`src/rtl/muldiv_unit.sv`:
```
`timescale 1ns/1ps
`default_nettype none
// ============================================================================
//  Module   : muldiv_unit
//  Purpose  : Iterative integer multiply / divide unit. Radix-2 shift-add
//             multiply and restoring shift-subtract divide on operand
//             magnitudes, followed by a sign-correction stage. One result
//             word (low/high product, quotient/remainder) is selected by op.
//  Revision : 1.0 - initial release
// ============================================================================
module muldiv_unit #(
  parameter int WIDTH = 32
) (
  input  logic             sys_clk,
  input  logic             rst,
  input  logic             start,
  input  logic [2:0]       op,
  input  logic [WIDTH-1:0] a,
  input  logic [WIDTH-1:0] b,
  input  logic             flush,
  output logic             busy,
  output logic             done,
  output logic [WIDTH-1:0] result,
  output logic             stall
);

  localparam int CNT_W = $clog2(WIDTH) + 1;

  typedef enum logic [1:0] {
    IDLE = 2'd0,
    CALC = 2'd1,
    FIX  = 2'd2,
    DONE = 2'd3
  } state_t;

  state_t             state;
  state_t             state_nxt;

  // Latched operation: divide flag, upper-word select, operand signs
  logic               is_div;
  logic               sel_hi;
  logic               sign_a;
  logic               sign_b;
  logic               b_zero;
  logic [WIDTH-1:0]   mag_a;
  logic [WIDTH-1:0]   mag_b;
  logic [CNT_W-1:0]   cnt;
  // Multiply: {partial sum, multiplier}. Divide: {remainder, dividend/quotient}
  logic [2*WIDTH-1:0] acc;
  logic               fix_phase;
  logic [WIDTH-1:0]   result_q;

  logic               accept;
  logic               in_signed;
  logic               in_neg_a;
  logic               in_neg_b;
  logic [WIDTH-1:0]   abs_a;
  logic [WIDTH-1:0]   abs_b;
  logic [WIDTH:0]     mul_sum;
  logic [2*WIDTH-1:0] mul_next;
  logic [WIDTH:0]     div_trial;
  logic [WIDTH:0]     div_diff;
  logic               div_ge;
  logic [2*WIDTH-1:0] div_next;
  logic               neg_res;
  logic [WIDTH-1:0]   quo_fix;
  logic [WIDTH-1:0]   rem_fix;
  logic [2*WIDTH-1:0] fix_next;

  assign accept    = (state == IDLE) && start && !flush;
  assign in_signed = ~op[0];
  assign in_neg_a  = in_signed & a[WIDTH-1];
  assign in_neg_b  = in_signed & b[WIDTH-1];
  assign abs_a     = in_neg_a ? -a : a;
  assign abs_b     = in_neg_b ? -b : b;

  // One shift-add step: add multiplicand when the multiplier LSB is set, shift right
  always_comb begin
    mul_sum  = {1'b0, acc[2*WIDTH-1:WIDTH]} + (acc[0] ? {1'b0, mag_a} : '0);
    mul_next = {mul_sum, acc[WIDTH-1:1]};
  end

  // One restoring-divide step; a clear borrow bit means the trial subtract fits.
  // With a zero divisor the remainder simply collects the dividend; the quotient
  // is overridden during sign correction.
  always_comb begin
    div_trial = {acc[2*WIDTH-1:WIDTH], acc[WIDTH-1]};
    div_diff  = div_trial - {1'b0, mag_b};
    div_ge    = ~div_diff[WIDTH];
    div_next  = {(div_ge ? div_diff[WIDTH-1:0] : div_trial[WIDTH-1:0]),
                 acc[WIDTH-2:0], div_ge};
  end

  // Sign correction of the magnitude results
  always_comb begin
    neg_res  = sign_a ^ sign_b;
    quo_fix  = b_zero ? '1 : (neg_res ? -acc[WIDTH-1:0] : acc[WIDTH-1:0]);
    rem_fix  = sign_a ? -acc[2*WIDTH-1:WIDTH] : acc[2*WIDTH-1:WIDTH];
    fix_next = acc;
    if (is_div) begin
      fix_next = {rem_fix, quo_fix};
    end else if (neg_res) begin
      fix_next = -acc;
    end
  end

  // State register
  always_ff @(posedge sys_clk) begin
    if (rst) begin
      state <= IDLE;
    end else begin
      state <= state_nxt;
    end
  end

  // Next-state logic; flush overrides every transition
  always_comb begin
    state_nxt = state;
    case (state)
      IDLE:    if (start) state_nxt = CALC;
      CALC:    if (cnt == CNT_W'(1)) state_nxt = FIX;
      FIX:     if (fix_phase) state_nxt = DONE;
      DONE:    state_nxt = IDLE;
      default: state_nxt = IDLE;
    endcase
    if (flush) begin
      state_nxt = IDLE;
    end
  end

  // Datapath: operand capture, iteration, sign fix, then result word select
  always_ff @(posedge sys_clk) begin
    if (rst) begin
      is_div    <= 1'b0;
      sel_hi    <= 1'b0;
      sign_a    <= 1'b0;
      sign_b    <= 1'b0;
      b_zero    <= 1'b0;
      mag_a     <= '0;
      mag_b     <= '0;
      cnt       <= '0;
      acc       <= '0;
      fix_phase <= 1'b0;
      result_q  <= '0;
    end else begin
      fix_phase <= 1'b0;
      if (accept) begin
        is_div <= op[2];
        sel_hi <= op[1];
        sign_a <= in_neg_a;
        sign_b <= in_neg_b;
        b_zero <= (b == '0);
        mag_a  <= abs_a;
        mag_b  <= abs_b;
        cnt    <= CNT_W'(WIDTH);
        acc    <= op[2] ? {{WIDTH{1'b0}}, abs_a} : {{WIDTH{1'b0}}, abs_b};
      end else if (!flush) begin
        case (state)
          CALC: begin
            acc <= is_div ? div_next : mul_next;
            cnt <= cnt - CNT_W'(1);
          end
          FIX: begin
            if (!fix_phase) begin
              acc       <= fix_next;
              fix_phase <= 1'b1;
            end else begin
              result_q <= sel_hi ? acc[2*WIDTH-1:WIDTH] : acc[WIDTH-1:0];
            end
          end
          default: ;
        endcase
      end
    end
  end

  assign busy   = (state != IDLE);
  assign done   = (state == DONE);
  assign result = result_q;
  assign stall  = start & ~done;

endmodule
`default_nettype wire

```
`config.mk`:
```
export PLATFORM = sky130hd
export DESIGN_NAME = muldiv_unit
export DESIGN_NICKNAME = d
export VERILOG_FILES = /design/src/rtl/muldiv_unit.sv
export SDC_FILE = /design/constraint.sdc
export NUM_CORES = 1
export LEC_CHECK = 0
export ABC_AREA = 0
export CORE_AREA = 5 5 199 181
export DETAILED_ROUTE_END_ITERATION = 8
export DIE_AREA = 0 0 204 186
export HOLD_SLACK_MARGIN = 0.02
export PLACE_DENSITY = 0.67
export SLEW_MARGIN = 20
export SYNTH_ARGS = -nofsm -noshare
export SYNTH_HDL_FRONTEND = slang
export SYNTH_SLANG_ARGS = --single-unit
```
`constraint.sdc`:
```
create_clock -name sys_clk -period 9.4 [get_ports sys_clk]
set_input_delay 1.88 -clock sys_clk [delete_from_list [all_inputs] [get_ports sys_clk]]
set_output_delay 1.88 -clock sys_clk [all_outputs]
set_load 0.02 [all_outputs]
```
Word level (Yosys, flattened, before mapping)
Cells that the tools add are included.
- add/sub/neg operators: 8
- eq/ne operators: 12
- mux-type cells: 24
- bitwise logic cells: 10
- reductions and logical operators: 17
- operators with widths (kind ; number):
    $mux W64 ; 6
    $mux W32 ; 9
    $neg A32 Y32 ; 4
    $pmux W64 S2 ; 1
    $neg A64 Y64 ; 1
    $add A32 B32 Y33 ; 1
    $sub A33 B32 Y33 ; 1
    $logic_not A32 Y1 ; 1
    $mux W6 ; 3
    $ne A4 B4 Y1 const B ; 3
    $reduce_and A5 Y1 ; 2
    $pmux W2 S4 ; 1
    $eq A6 B1 Y1 const B ; 1
    $mux W2 ; 3
    $ne A2 B2 Y1 const B ; 3
    $not A1 Y1 ; 6
    $sub A6 B1 Y6 const B ; 1
    $eq A2 B2 Y1 const B ; 2
    $reduce_and A2 Y1 ; 2
    $reduce_and A4 Y1 ; 1
    $reduce_bool A2 Y1 ; 2
    $reduce_or A2 Y1 ; 2
    $reduce_or A4 Y1 ; 1
    $and A1 B1 Y1 ; 3
    other kinds (10) ; 11
- flip-flop bits (word level): 174
- input port bits: 71
- output and inout bits: 35
- logic and storage cells: 85

Depth between registers and ports, before layout
Gate-level depths: netlist of the first run.
- word-level depth: 8
- depth in mapped cells: 14
- mapped depth without buffers: 13

Least setup slack after synthesis of the first run
Ideal clock, no wire load.
- path type: input to register
- start: input a[11]
- end: register acc[27]
- library setup time: 0.091 ns
- arrival: 4.145 ns
- required time: 9.309 ns
- path slack: 5.164 ns
- cell stages on the path: 9
- path buffers: 0
- cells stage by stage: or4_1 -> nor4b_2 -> nand4_1 -> or2_2 -> o41ai_1 -> xor2_1 -> nand2_1 -> nand3_1 -> a311oi_1
- word-level cells in the longest chain between the ends: 4
- RTL lines (item ; RTL line ; text):
    from (decl) ; 18 ; input logic [WIDTH-1:0] a,
    $neg A32 Y32 ; 74 ; assign abs_a = in_neg_a ? -a : a;
    $mux W32 ; 74 ;
    $mux W32 ; 156 ; acc <= op[2] ? {{WIDTH{1'b0}}, abs_a} : {{WIDTH{1'b0}}, abs_b};
    $mux W64 ; 147 ; if (accept) begin
    to (signal assigned) ; 156 ;
    to (signal assigned) ; 160 ; acc <= is_div ? div_next : mul_next;
    to (signal assigned) ; 165 ; acc <= fix_next;
    to (decl) ; 49 ; logic [2*WIDTH-1:0] acc;
No other way between the ends.
A chain may end at the register's enable or synchronous reset.

Worst setup path after layout of the first run
- start: input start
- end: output stall
- word-level cells in the longest chain between the ends: 1
- RTL lines (item ; RTL line ; text):
    from (decl) ; 16 ; input logic start,
    $and A1 B1 Y1 ; 180 ; assign stall = start & ~done;
    to (decl) ; 24 ; output logic stall
No other way between the ends.

==> results of run 1 <==
==> path summary, 6_finish.rpt <==
kind / from / endpoint / slack [ns]
worst max register to register: state[0] / acc[29] / 4.70
worst min-delay path: fix_phase / fix_phase / 0.45
worst min register to register: fix_phase / fix_phase / 0.45
worst max-delay path: start / stall / 4.37
==> report_power, final <==
group          total [mW]  switching [mW]  internal, mW
clock               0.765           0.355         0.410
sequential          0.848          0.0728         0.775
combinational       0.849           0.531         0.318
total                2.46           0.959          1.50
==> metal layers <==
layer / track usage (%) / vias to the layer above / share of wire, %
met2: 48.84 / 875 / 44
met1: 42.94 / 7642 / 42
met5: 0 / - / 0.015
met3: 4.704 / 140 / 9.0
li1: - / 7355 / -
met4: 13.93 / 2 / 4.8
==> cell type report <==
cell class	count	area (µm²)	area share (%)
sequential	174	3486	20.76
clock buffer	18	439.2	2.615
timing repair buffer	127	1211	7.213
tap	462	578.1	3.442
clock inverter	14	175.2	1.043
inverter	84	315.3	1.878
multi-input combinational	1602	10590	63.05
==> Yosys cell counts, types with 38 or more instances <==
master | number | area [µm²]
xnor2_1 | 76 | 665.6
ha_1 | 76 | 950.9
o21ai_0 | 148 | 740.7
nor3_1 | 57 | 285.3
nor2_1 | 168 | 630.6
o22ai_1 | 44 | 275.3
a211oi_1 | 57 | 427.9
a21oi_1 | 157 | 785.8
and2_1 | 47 | 294.0
xor2_1 | 47 | 411.6
nand3_1 | 38 | 190.2
nand2_1 | 186 | 698.2
dfxtp_1 | 174 | 3483
clkbuf_1 | 104 | 390.4
mux2i_1 | 67 | 670.6
inv_1 | 82 | 307.8
==> per-stage QoR <==
step / area (µm²) / hold WS (ns) / setup slack (ns) / instances
floorplan: 14950 / 0.4034 / 5.164 / 1994
global placement: 16170 / 0.4179 / 4.146 / 2449
detailed placement: 16170 / 0.4310 / 4.079 / 2449
CTS: 16790 / 0.4434 / 4.383 / 2481
global route: 16790 / 0.4713 / 4.327 / 2481
finish: 16790 / 0.4497 / 4.375 / 2481
==> kinds of logic after synthesis <==
kind of cell	Yosys count	share of synthesized area, %
compound gates	652	28.22
mux	97	6.822
flops	174	23.30
xor+xnor	123	7.207
buf+inv	218	6.094
simple gates	652	21.72
fa+ha+maj	78	6.630
==> registers in the layout, indices dropped and copies added, names as in the netlist <==
signal,cells
acc,64
mag_a,32
mag_b,32
result,32
cnt,6
state,2
b_zero,1
fix_phase,1
is_div,1
sel_hi,1
sign_a,1
sign_b,1
==> impl_metrics.py, run 1 <==
metrics = {
    "sta": {
        "finalHoldViolCount": 0,
        "relSlewSlack_pct": 29.73,
        "fmax_mhz": 199.0,
        "finalCritPeriodShare_pct": 53.46,
        "tns_ns": 0,
        "setup_viol": 0,
        "rsz0062_at_grt": "no",
        "finalClockSkew_ns": 0.02066,
        "period_minus_slack_ns": 5.026,
        "drv_slew": 0,
        "worst_slew_pin_slew_ns": 1.041,
    },
    "floorplan": {
        "io_pins": 106,
        "row_count": 64,
        "start_util_pct": 44.34,
        "fp.dieH_um": 186,
        "die_w_um": 204,
        "die_area_um2": 37940,
        "fp.coreArea_um2": 33710,
    },
    "clock_network": {
        "cts_root_buffer": "clkbuf_16",
        "holdBufCountCts": 0,
        "postCtsSetupRepairBufs": 0,
        "numCtsBuffers": 17,
        "insertion_delay_ns": 0.47,
        "path_clk_slew_ns": 0.07,
        "cts_buffer_depth": 2,
        "clock-sinks": 174,
        "cts_tree": "done",
        "h-tree-depth": 4,
        "ctsResizeCount": 0,
    },
    "place": {
        "place_hpwl_um": 47540,
        "place_congestion": 0.9723,
        "io_buffer_count": 105,
    },
    "synthesis": {
        "syn_area_per_cell_um2": 7.496,
        "syn_area_um2": 14950,
        "synth_warnings": 0,
        "synth-seq-cells": 174,
        "synth_edf_count": 0,
        "synth_top_flop_cell": "dfxtp_1",
        "async_flop_share_pct": 0,
        "synth_seq_area_share_pct": 23.30,
        "yosysUniqueCellTypes": 96,
        "syn_nets": 2143,
        "synthCells": 1994,
    },
    "setup_path": {
        "cp.depth": 3,
        "crit_required_ns": 7.52,
        "worstPathCellList": "clkdlybuf4s50_1, nor2b_1, clkdlybuf4s50_1",
        "worstSetupPathType": "in -> out",
        "worst_setup_path_start_kind": "input port",
        "path_buf_inv": 2,
        "path_common_cell": "clkdlybuf4s50_1",
        "cp_slowest_cell": "clkdlybuf4s50_1",
        "critPathMaxFanout": 3,
        "critPathCaptureType": "output pin",
        "reg2reg_depth": 11,
        "cpPeakStageDelay_ns": 0.61,
        "cp.arrival_ns": 3.15,
        "critPathTopFamily": "buffers and inverters",
    },
    "outcome": {
        "status": "complete, no violations",
    },
    "grt": {
        "grt.total_usage_pct": 31.25,
        "grt.overflow.total": 0,
        "grt_pass1_wl_um": 90620,
        "grt_antenna_before_repair": 4,
        "first_global_vias": 14697,
        "grt_max_degree": 70,
    },
    "route": {
        "vias_per_cell": 6.455,
        "first_pass_iters": 6,
        "ant_nets": 0,
        "wirelength_um": 61480,
        "post_drt_wl_per_cell_um": 24.78,
        "route.detailed.drc": 0,
        "vias": 16014,
        "drt_iter0_markers": 1997,
    },
    "layout": {
        "nFillCells": 3326,
        "layout_commonest_cell": "nand2_1",
        "antennaDiodeCount": 0,
        "fin_util_pct": 49.81,
        "drive_above_1_share_pct": 6.538,
        "final_cell_mix": "nand2_1, dfxtp_1, nor2_1",
        "areaGrowthSynthToFinish_pct": 12.35,
        "nNetsFinal": 2155,
    },
    "pwr": {
        "p_leak_nw": 6.132,
        "total_power_mw": 2.461,
        "ir_drop_mv": 0.1339,
        "powerDensity_nw_per_um2": 146.6,
    },
    "run": {
        "drv_cap": 0,
    },
    "hold_path": {
        "hold-path-cell-count": 1,
        "hp-class": "reg -> reg",
    },
}
Power figures use the tool's default switching activity.
==> inputs of run 2 (changes only) <==
==> constraint.sdc (replaced) <==
create_clock -name sys_clk -period 5 [get_ports sys_clk]
set_input_delay 1 -clock sys_clk [delete_from_list [all_inputs] [get_ports sys_clk]]
set_output_delay 1 -clock sys_clk [all_outputs]
set_load 0.02 [all_outputs]
==> run 2 against run 1 <==
- via count up 1.1%
- core utilization up 0.69 points
- critical path type is now reg -> reg
- final cell count up 1.2%
- clock-buffer cell count unchanged
- die area unchanged
- highest routed layer unchanged
==> impl_metrics.py, run 2 (synthesized netlist as in run 1, its figures left out) <==
metrics = {
    "route": {
        "route.detailed.drc": 0,
        "drt_iter0_markers": 2295,
        "ant_nets": 0,
        "wirelength_um": 63450,
        "vias": 16185,
        "vias_per_cell": 6.443,
        "post_drt_wl_per_cell_um": 25.26,
        "first_pass_iters": 6,
    },
    "setup_path": {
        "worstPathCellList": "buf_4, inv_1, ha_1, or3b_2, nor3_1, and3_1, buf_4, a32oi_1, nand2b_1, or4_1, a31oi_1, o221a_2",
        "rr_endpoint": "acc[44]",
        "worstSetupPathType": "reg -> reg",
        "cp.arrival_ns": 4.43,
        "crit_required_ns": 5.43,
        "cp_slowest_cell": "dfxtp_1",
        "reg2reg_depth": 12,
        "cpPeakStageDelay_ns": 0.57,
        "r2r-start": "acc[0]",
        "critPathMaxFanout": 24,
        "rrSetupSlack_ns": 0.99,
        "critPathCaptureType": "flop",
        "worst_setup_path_start_kind": "flop",
        "path_common_cell": "buf_4",
    },
    "hold_path": {
        "hp-class": "reg -> reg",
        "hold-path-cell-count": 1,
        "min_from": "fix_phase",
        "hold_path_end": "fix_phase",
    },
    "grt": {
        "grt_max_degree": 65,
        "grt_antenna_before_repair": 1,
        "grt_pass1_wl_um": 93070,
        "grt.total_usage_pct": 32.21,
        "grt.overflow.total": 0,
        "first_global_vias": 14753,
    },
    "place": {
        "io_buffer_count": 105,
        "place_congestion": 1.027,
        "detailedPlace.worstSlack_ns": 0.8439,
        "place_hpwl_um": 49020,
        "dp_cells": 2480,
        "place_area_um2": 16420,
    },
    "layout": {
        "layout_commonest_cell": "nand2_1",
        "largest_reg_flops": 64,
        "largest-register": "acc",
        "final_cell_count_no_fill": 2512,
        "fin_util_pct": 50.50,
        "antennaDiodeCount": 0,
        "final_cell_area_um2": 17020,
        "nFillCells": 3365,
        "nNetsFinal": 2186,
        "areaGrowthSynthToFinish_pct": 13.90,
        "drive_above_1_share_pct": 7.854,
        "final_cell_mix": "nand2_1, dfxtp_1, nor2_1",
    },
    "pwr": {
        "p_seq_share_pct": 33.9,
        "p_leak_nw": 6.291,
        "pwr-share-comb_pct": 35.6,
        "power.internal_mw": 2.810,
        "total_power_mw": 4.672,
        "powerDensity_nw_per_um2": 274.5,
        "p_sw_share_pct": 39.85,
        "ir_drop_mv": 0.2849,
        "pwr-share-clk_pct": 30.5,
        "switchingPower_mw": 1.862,
    },
    "sta": {
        "fmax_mhz": 249.7,
        "finalClockSkew_ns": 0.01476,
        "period_minus_slack_ns": 4.005,
        "worst_slew_pin_slew_ns": 1.156,
        "finalHoldViolCount": 0,
        "whs_ns": 0.4482,
        "setup_viol": 0,
        "drv_slew": 0,
        "rsz0062_at_grt": "no",
        "finalCritPeriodShare_pct": 80.10,
        "relSlewSlack_pct": 22.67,
        "setup_slack_ns": 0.9950,
        "tns_ns": 0,
    },
    "clock_network": {
        "h-tree-depth": 4,
        "postCtsSetupRepairBufs": 0,
        "holdBufCountCts": 0,
        "numCtsBuffers": 17,
        "path_clk_slew_ns": 0.09,
        "cts_root_buffer": "clkbuf_16",
        "insertion_delay_ns": 0.47,
        "cts_tree": "done",
        "cts_buffer_depth": 2,
        "clock-sinks": 174,
        "ctsResizeCount": 0,
    },
    "outcome": {
        "status": "complete, no violations",
    },
    "floorplan": {
        "row_count": 64,
        "fp.dieH_um": 186,
        "fp.coreArea_um2": 33710,
        "io_pins": 106,
        "die_area_um2": 37940,
        "die_w_um": 204,
        "start_util_pct": 44.34,
    },
    "run": {
        "drv_cap": 0,
    },
}
==> run 2: cell type report <==
class,instances,area (µm²),share of cell area [%]
sequential,174,3486,20.48
tap,462,578.1,3.396
multi-input combinational,1602,10580,62.16
clock inverter,14,167.7,0.9849
clock buffer,18,439.2,2.580
inverter,84,315.3,1.852
timing repair buffer,158,1456,8.555
==> run 2: critical path, delay by kind of cell, from the launching register on <==
kind            cells  cell delay, ns
simple gates        5            2.04
compound gates      3            0.63
flops               1            0.57
buf+inv             3            0.54
fa+ha+maj           1            0.19
==> run 2: power by group through the flow <==
stage	Combinational, mW	Clock, mW	Sequential [mW]
4_1_cts	1.62	1.43	1.58
2_1_floorplan	1.11	0	1.54
5_1_grt	1.77	1.49	1.59
3_5_place_dp	1.61	0	1.61
3_3_place_gp	1.60	0	1.61
6_report	1.66	1.43	1.58
==> run 2: worst max-delay path by stage <==
stage / startpoint / endpoint / slack (ns) / cells past startpoint
6_report: acc[0] / acc[44] / 0.99 / 12
5_1_grt: acc[0] / acc[44] / 0.78 / 12
4_1_cts: acc[0] / acc[44] / 1.07 / 12
3_5_place_dp: flush / acc[60] / 0.84 / 8
3_3_place_gp: b[3] / acc[17] / 0.91 / 9
2_1_floorplan: a[11] / acc[27] / 1.64 / 9
==> run 2: metal layers <==
metal | GRT usage [%] | up-vias | wire, µm
met5 | 0 | - | 11
met4 | 14.47 | 2 | 3221
met1 | 44.29 | 7687 | 27130
met2 | 50.12 | 891 | 27900
li1 | - | 7443 | -
met3 | 4.965 | 162 | 5180
==> inputs of run 3 (changes only) <==
==> constraint.sdc (replaced) <==
create_clock -name sys_clk -period 3.7 [get_ports sys_clk]
set_input_delay 0.74 -clock sys_clk [delete_from_list [all_inputs] [get_ports sys_clk]]
set_output_delay 0.74 -clock sys_clk [all_outputs]
set_load 0.02 [all_outputs]
==> run 3 against run 2 <==
- die area unchanged
- clock skew shrank 0.0033 ns
- sequential share of layout area fell by 0.71 points
- routed wire length decreased by 2.4%
- design area increased by 3.6%
- clock-buffer cell count fell by 1
- combinational power grew 44%
- core utilization increased by 1.8 points
- sequential power up 34%
- clock power increased by 29%
- critical path depth grew 2
- setup slack worse by 0.80 ns
- critical path type unchanged
- largest cell class unchanged
==> impl_metrics.py, run 3 (synthesized netlist as in run 1, its figures left out) <==
metrics = {
    "place": {
        "place_area_um2": 17030,
        "place_congestion": 1.018,
        "io_buffer_count": 105,
        "detailedPlace.worstSlack_ns": 0.007759,
        "place_hpwl_um": 49110,
    },
    "floorplan": {
        "die_w_um": 204,
        "fp.coreArea_um2": 33710,
        "start_util_pct": 44.34,
        "die_area_um2": 37940,
        "fp.dieH_um": 186,
        "row_count": 64,
        "io_pins": 106,
    },
    "setup_path": {
        "worst_setup_path_start_kind": "flop",
        "crit_required_ns": 4.10,
        "cp.arrival_ns": 3.90,
        "critPathMaxFanout": 5,
        "worstSetupPathType": "reg -> reg",
        "critPathCaptureType": "flop",
    },
    "pwr": {
        "p_leak_nw": 6.672,
        "ir_drop_mv": 0.3670,
        "powerDensity_nw_per_um2": 361.0,
    },
    "grt": {
        "grt.total_usage_pct": 31.66,
        "grt.overflow.total": 0,
        "first_global_vias": 15301,
        "grt_pass1_wl_um": 91980,
        "grt_max_degree": 65,
        "grt_antenna_before_repair": 1,
    },
    "outcome": {
        "status": "complete, no violations",
    },
    "clock_network": {
        "holdBufCountCts": 0,
        "ctsResizeCount": 0,
        "cts_root_buffer": "clkbuf_16",
        "cts_buffer_depth": 2,
        "clock-sinks": 174,
        "numCtsBuffers": 17,
        "cts_tree": "done",
        "h-tree-depth": 4,
        "postCtsSetupRepairBufs": 0,
        "insertion_delay_ns": 0.46,
        "path_clk_slew_ns": 0.08,
    },
    "route": {
        "post_drt_wl_per_cell_um": 23.90,
        "wirelength_um": 61900,
        "first_pass_iters": 6,
        "drt_iter0_markers": 2248,
        "ant_nets": 0,
        "route.detailed.drc": 0,
        "vias": 16589,
        "vias_per_cell": 6.405,
    },
    "layout": {
        "nFillCells": 3280,
        "largest_reg_flops": 64,
        "nNetsFinal": 2263,
        "drive_above_1_share_pct": 11.24,
        "largest-register": "acc",
        "ff_latch_area_um2": 3486,
        "multi_input_area_um2": 10590,
        "final_cell_mix": "nand2_1, dfxtp_1, nor2_1",
        "areaGrowthSynthToFinish_pct": 17.96,
        "layout_commonest_cell": "nand2_1",
        "final_cell_area_um2": 17630,
    },
    "sta": {
        "setup_viol": 0,
        "finalHoldViolCount": 0,
        "finalClockSkew_ns": 0.01145,
        "drv_slew": 0,
        "rsz0062_at_grt": "no",
        "fmax_mhz": 285.5,
        "worst_slew_pin_slew_ns": 1.009,
        "relSlewSlack_pct": 32.73,
        "finalCritPeriodShare_pct": 94.67,
        "period_minus_slack_ns": 3.503,
        "tns_ns": 0,
        "setup_slack_ns": 0.1973,
    },
    "run": {
        "drv_cap": 0,
    },
    "hold_path": {
        "hp-class": "reg -> reg",
    },
}
[run 3: stage by stage]
stage               hold slack [ns]  power [mW]  instances  util (%)
floorplan                    0.4034       3.571       1994         -
global placement             0.4126       4.433       2557     50.52
detailed placement           0.4309       4.464       2557     50.52
CTS                          0.4561       6.296       2589     52.28
global route                 0.4764       6.612       2589     52.29
finish                       0.4524       6.365       2590     52.30
[run 3: routing by layer]
metal / up-vias / global-route usage [%] / share of wire, %
li1: 7584 / - / -
met1: 7783 / 42.83 / 41
met2: 1018 / 48.51 / 42
met3: 204 / 5.749 / 10
met4: 0 / 16.26 / 6.3
met5: - / 0 / 0
[run 3: power by group]
part	total, mW	leakage [nW]	switching (mW)	internal (mW)
logic	2.39	4.97	1.44	0.957
registers	2.12	1.42	0.151	1.97
clock network	1.85	0.288	0.941	0.911
total	6.37	6.67	2.53	3.84
[run 3: worst paths after layout]
check	cells past startpoint	to	slack, ns	from
setup / recovery	14	acc[61]	0.20	acc[0]
hold / removal	2	mag_a[16]	0.45	mag_a[16]
setup reg to reg	14	acc[61]	0.20	acc[0]
hold reg to reg	2	mag_a[16]	0.45	mag_a[16]
[run 3: critical path, cell delays in order, from the launching register on]
cell and delay [ns]:
dfxtp_1 0.55, and2_1 0.28, ha_1 0.22, inv_1 0.06
fa_1 0.41, nor2b_1 0.19, o31a_1 0.22, o211ai_1 0.15
a21oi_2 0.28, nor2_1 0.14, o211ai_1 0.25, buf_4 0.17
a41oi_1 0.14, mux2_2 0.31, nor2_1 0.08
[run 3: final cells by class]
class                   instances  area share (%)
repair buffers                235           11.75
diodes                          1         0.01419
clock buffers                  17           2.413
clock inverters                15          0.9509
inverters                      84           1.788
flip-flops and latches        174           19.77
multi-input cells            1602           60.03
well taps                     462           3.278
